`src/rtl/mem_port_arbiter.sv`:
```
// rtl/mem_port_arbiter.sv - shares the memory line port between the I-cache and D-cache miss paths
module mem_port_arbiter #(
    parameter int ADDR_W = 32,
    parameter int LINE_W = 256
) (
    input  logic              clk,
    input  logic              rst_n,
    input  logic              i_read,
    input  logic [ADDR_W-1:0] i_address,
    output logic [LINE_W-1:0] i_rdata,
    output logic              i_resp,
    input  logic              d_read,
    input  logic              d_write,
    input  logic [ADDR_W-1:0] d_address,
    input  logic [LINE_W-1:0] d_wdata,
    output logic [LINE_W-1:0] d_rdata,
    output logic              d_resp,
    output logic              mem_read,
    output logic              mem_write,
    output logic [ADDR_W-1:0] mem_address,
    output logic [LINE_W-1:0] mem_wdata,
    input  logic [LINE_W-1:0] mem_rdata,
    input  logic              mem_resp
);

    typedef enum logic [1:0] {
        IDLE    = 2'd0,
        SERVE_I = 2'd1,
        SERVE_D = 2'd2,
        RELEASE = 2'd3
    } state_t;

    state_t            state;
    state_t            state_nx;
    logic              last_grant_d;
    logic              grant_i;
    logic              grant_d;
    logic              serving;
    logic [ADDR_W-1:0] addr_q;
    logic [LINE_W-1:0] wdata_q;
    logic              rd_q;
    logic              wr_q;

    // On a tie, the requester that was not granted last time wins.
    assign grant_d = (state == IDLE) && (d_read || d_write) && (!i_read || !last_grant_d);
    assign grant_i = (state == IDLE) && i_read && !grant_d;
    assign serving = (state == SERVE_I) || (state == SERVE_D);

    always_ff @(posedge clk or negedge rst_n) begin
        if (!rst_n) begin
            state <= IDLE;
        end else begin
            state <= state_nx;
        end
    end

    always_comb begin
        state_nx = state;
        case (state)
            IDLE: begin
                if (grant_d) begin
                    state_nx = SERVE_D;
                end else if (grant_i) begin
                    state_nx = SERVE_I;
                end
            end
            SERVE_I, SERVE_D: begin
                if (mem_resp) begin
                    state_nx = RELEASE;
                end
            end
            RELEASE: state_nx = IDLE;
            default: state_nx = IDLE;
        endcase
    end

    always_comb begin
        mem_read    = 1'b0;
        mem_write   = 1'b0;
        i_resp      = 1'b0;
        d_resp      = 1'b0;
        mem_address = addr_q;
        mem_wdata   = wdata_q;
        if (serving) begin
            mem_read  = rd_q;
            mem_write = wr_q;
        end
        if (state == SERVE_I) begin
            i_resp = mem_resp;
        end
        if (state == SERVE_D) begin
            d_resp = mem_resp;
        end
    end

    assign i_rdata = mem_rdata;
    assign d_rdata = mem_rdata;

    // Request fields are captured once at grant so the adaptor sees a stable request.
    always_ff @(posedge clk or negedge rst_n) begin
        if (!rst_n) begin
            addr_q       <= '0;
            wdata_q      <= '0;
            rd_q         <= 1'b0;
            wr_q         <= 1'b0;
            last_grant_d <= 1'b0;
        end else if (grant_d) begin
            addr_q       <= d_address;
            wdata_q      <= d_wdata;
            rd_q         <= !d_write;
            wr_q         <= d_write;
            last_grant_d <= 1'b1;
        end else if (grant_i) begin
            addr_q       <= i_address;
            wdata_q      <= '0;
            rd_q         <= 1'b1;
            wr_q         <= 1'b0;
            last_grant_d <= 1'b0;
        end
    end

endmodule

```
`config.mk`:
```
export PLATFORM = sky130hd
export DESIGN_NAME = mem_port_arbiter
export DESIGN_NICKNAME = d
export VERILOG_FILES = /design/src/rtl/mem_port_arbiter.sv
export SDC_FILE = /design/constraint.sdc
export NUM_CORES = 1
export LEC_CHECK = 0
export CAP_MARGIN = 20
export CORE_AREA = 2 2 543 545
export DETAILED_ROUTE_END_ITERATION = 10
export DIE_AREA = 0 0 545 547
export HOLD_SLACK_MARGIN = 0.08
export PLACE_DENSITY = 0.3
export SLEW_MARGIN = 20
export SYNTH_ARGS = -nofsm -noshare
export SYNTH_HDL_FRONTEND = slang
export SYNTH_SLANG_ARGS = --single-unit
```
`constraint.sdc`:
```
create_clock -name clk -period 2.11 [get_ports clk]
set_input_delay 0.5275 -clock clk [delete_from_list [all_inputs] [get_ports clk]]
set_output_delay 0.5275 -clock clk [all_outputs]
set_load 0.01 [all_outputs]
```
==> flow_summary.json <==
{
  "run_status": "finished, violations left",
  "violations": "negative setup slack",
  "use_met3_pct": 8.14,
  "cap_violations": 0,
  "setup_viol_count_final": 4,
  "io_pins": 1386,
  "nFillCells": 33927,
  "dr.pass1.iters": 4,
  "r2r_setup_slack_ps": 320,
  "syn-num-nets": 1883,
  "synth-seq-cells": 293,
  "synthToLayoutAreaGrowth_pct": 62.5,
  "slew_violations": 0,
  "grt.total_usage_pct": 9.00,
  "max_freq_mhz": 447,
  "die_h_um": 547,
  "required_ps": 1580,
  "avgSynthCellArea_um2": 11.4,
  "grt_max_degree": 51,
  "vias": 11104,
  "arrival_ps": 1710,
  "htree_levels": 2,
  "clk_path_buf_depth": 3,
  "finalWirelength_um": 140000,
  "finalCritPeriodShare_pct": 106,
  "setup_ws_ps": -125,
  "synthCells": 1297,
  "path_class": "reg2out",
  "seq_area_frac_synth_pct": 49.5,
  "overflow": 0,
  "drtIter0Drc": 670,
  "fin_area_mm2": 0.0241,
  "wire_per_inst_um": 25.7,
  "grt_pass1_vias": 11827,
  "cts_tree": "done",
  "synth_cell_type_count": 28,
  "ant_nets": 0,
  "num-nets-final": 2038,
  "die_w_um": 545,
  "place_hpwl_um": 122000,
  "grtUsageMet1_pct": 8.87,
  "busiest_layer": "met2",
  "ys_warn_count": 0,
  "cts_made_buffers": 46,
  "crit_fanout": 3,
  "remaining_drc_errors": 0,
  "hold_path_class": "in2async",
  "grt_pass1_wl_um": 165000,
  "end_kind": "output pin",
  "use_met2_pct": 12.8,
  "maxSlewHeadroom_pct": 65.7,
  "dieArea_mm2": 0.298,
  "rsz0062_at_grt": "true",
  "insertion_delay_ps": 710,
  "hold_violations": 0,
  "rows": 199,
  "portBuffers": 617,
  "layout-drive-gt1-share_pct": 24.1,
  "tightest_slew_ps": 515,
  "synth_area_mm2": 0.0148,
  "skew_ps": 94.1,
  "gp_congestion": 0.650,
  "clock-root-buffer": "clkbuf_16",
  "preCtsSetupSlack_ps": -692,
  "startpoint_type": "flop",
  "p_per_area_mw_per_mm2": 1430,
  "peakVddDrop_mv": 0.654,
  "antenna_found_initial": 119,
  "clkSinkCount": 293,
  "min_period_ps": 2230,
  "p_leak_nw": 9.11,
  "core_mm2": 0.293,
  "initial_core_util_pct": 5.06,
  "placed_area_mm2": 0.0223,
  "clkTransAtPathRegs_ps": 60,
  "via_per_inst": 2.04
}
## kinds of logic after synthesis
| group | after synthesis | share of synthesized area, % |
|---|---|---|
| adders and majority gates | 4 | 0.338 |
| muxes | 2 | 0.144 |
| AOI/OAI and AO/OA | 364 | 19.2 |
| and+or+nand+nor | 41 | 1.24 |
| buffers and inverters | 593 | 29.5 |
| DFF | 293 | 49.5 |
## critical path: stages, from the launching register on
cell,delay (ps)
dfrtp_1,360
inv_2,60
ha_4,290
inv_4,40
nor2_4,70
buf_6,130
buf_12,130
## placed cells by master (no fill, tap or decap), types with 32 or more instances in the layout
master             n
dfrtp_1          292
clkbuf_16         46
buf_4            102
a31oi_1           32
nor2_1            32
clkdlybuf4s15_2  127
o21ai_0           34
a21oi_1           32
clkdlybuf4s50_1  324
dlygate4sd2_1     92
a22o_1           256
## path summary, 6_finish.rpt
| check | from | endpoint | depth (start not counted) |
|---|---|---|---|
| setup / recovery | state[1]$_DFFE_PN0P_ | mem_write | 6 |
| min in group clk | i_address[5] | mem_address[5]$_DFFE_PN0P_ | 3 |
| hold / removal | rst_n | mem_wdata[78]$_DFFE_PN0P_ | 2 |
| hold reg to reg | rd_q$_DFFE_PN0P_ | rd_q$_DFFE_PN0P_ | 1 |
| max in group asynchronous | rst_n | state[0]$_DFFE_PN0P_ | 3 |
| setup reg to reg | state[0]$_DFFE_PN0P_ | mem_address[15]$_DFFE_PN0P_ | 7 |
## Yosys cell counts
master	count	area [µm²]
dfrtp_1	293	7330
and2_1	3	18.8
a21boi_1	1	7.51
a21oi_1	32	160
o21ai_0	34	170
a22o_1	256	2240
o22ai_1	2	12.5
o31ai_1	1	7.51
a21o_1	1	7.51
nand2_1	1	3.75
ha_1	4	50.1
buf_4	515	3870
mux2i_1	1	10.0
nor2_8	1	20.0
a2bb2oi_1	1	8.76
nor2_2	1	6.26
o31a_1	1	8.76
buf_6	23	259
o21a_1	2	15.0
clkbuf_1	20	75.1
inv_1	4	15.0
mux2_2	1	11.3
nor3_1	1	5.00
buf_2	31	155
or2_2	1	6.26
a21bo_1	1	10.0
a31oi_1	32	200
nor2_1	33	124
## final cells by class
class / count / area, µm² / area share [%]
multi-input combinational: 411 / 3180 / 13.2
clock buffer: 62 / 1290 / 5.37
antenna: 30 / 75.1 / 0.312
timing repair buffer: 696 / 7010 / 29.1
tap: 3919 / 4900 / 20.4
clock inverter: 23 / 253 / 1.05
inverter: 4 / 17.5 / 0.0728
sequential: 293 / 7330 / 30.5
## what timing repair did
action	4_1_cts	5_1_grt
buffers inserted	3	1
endpoints found under the hold margin	24	0
pin swaps	2	1
setup endpoints to repair	244	9
cloned	0	0
gates resized for setup	530	7
hold buffers	1	0
## report_power, final
part	total [mW]	switching [mW]	internal (mW)
Combinational	16.5	9.78	6.71
Clock	8.23	3.55	4.69
Sequential	9.63	1.59	8.04
Total	34.4	14.9	19.4
## metal layers
metal	share of wire (%)	vias up
li1	-	4437
met1	34	5151
met2	40	1058
met3	20	452
met4	5.5	6
met5	0.23	-
## state kept, by name, summed over array words and instances (netlist names)
signal        cells
wr_q              1
rd_q              1
state             2
mem_address      32
last_grant_d      1
mem_wdata       256
## metrics by stage
step	cells	power (mW)	utilization, %	TNS [ps]	hold WS [ps]
global placement	5318	27.7	7.63	-171410	472
floorplan	1297	16.1	-	0	232
detailed placement	5318	27.7	7.63	-173700	477
CTS	5407	35.8	8.20	-755	317
finish	5438	34.4	8.22	-260	396
global route	5410	37.3	8.20	-785	364
(Power assumes the default switching activity.)
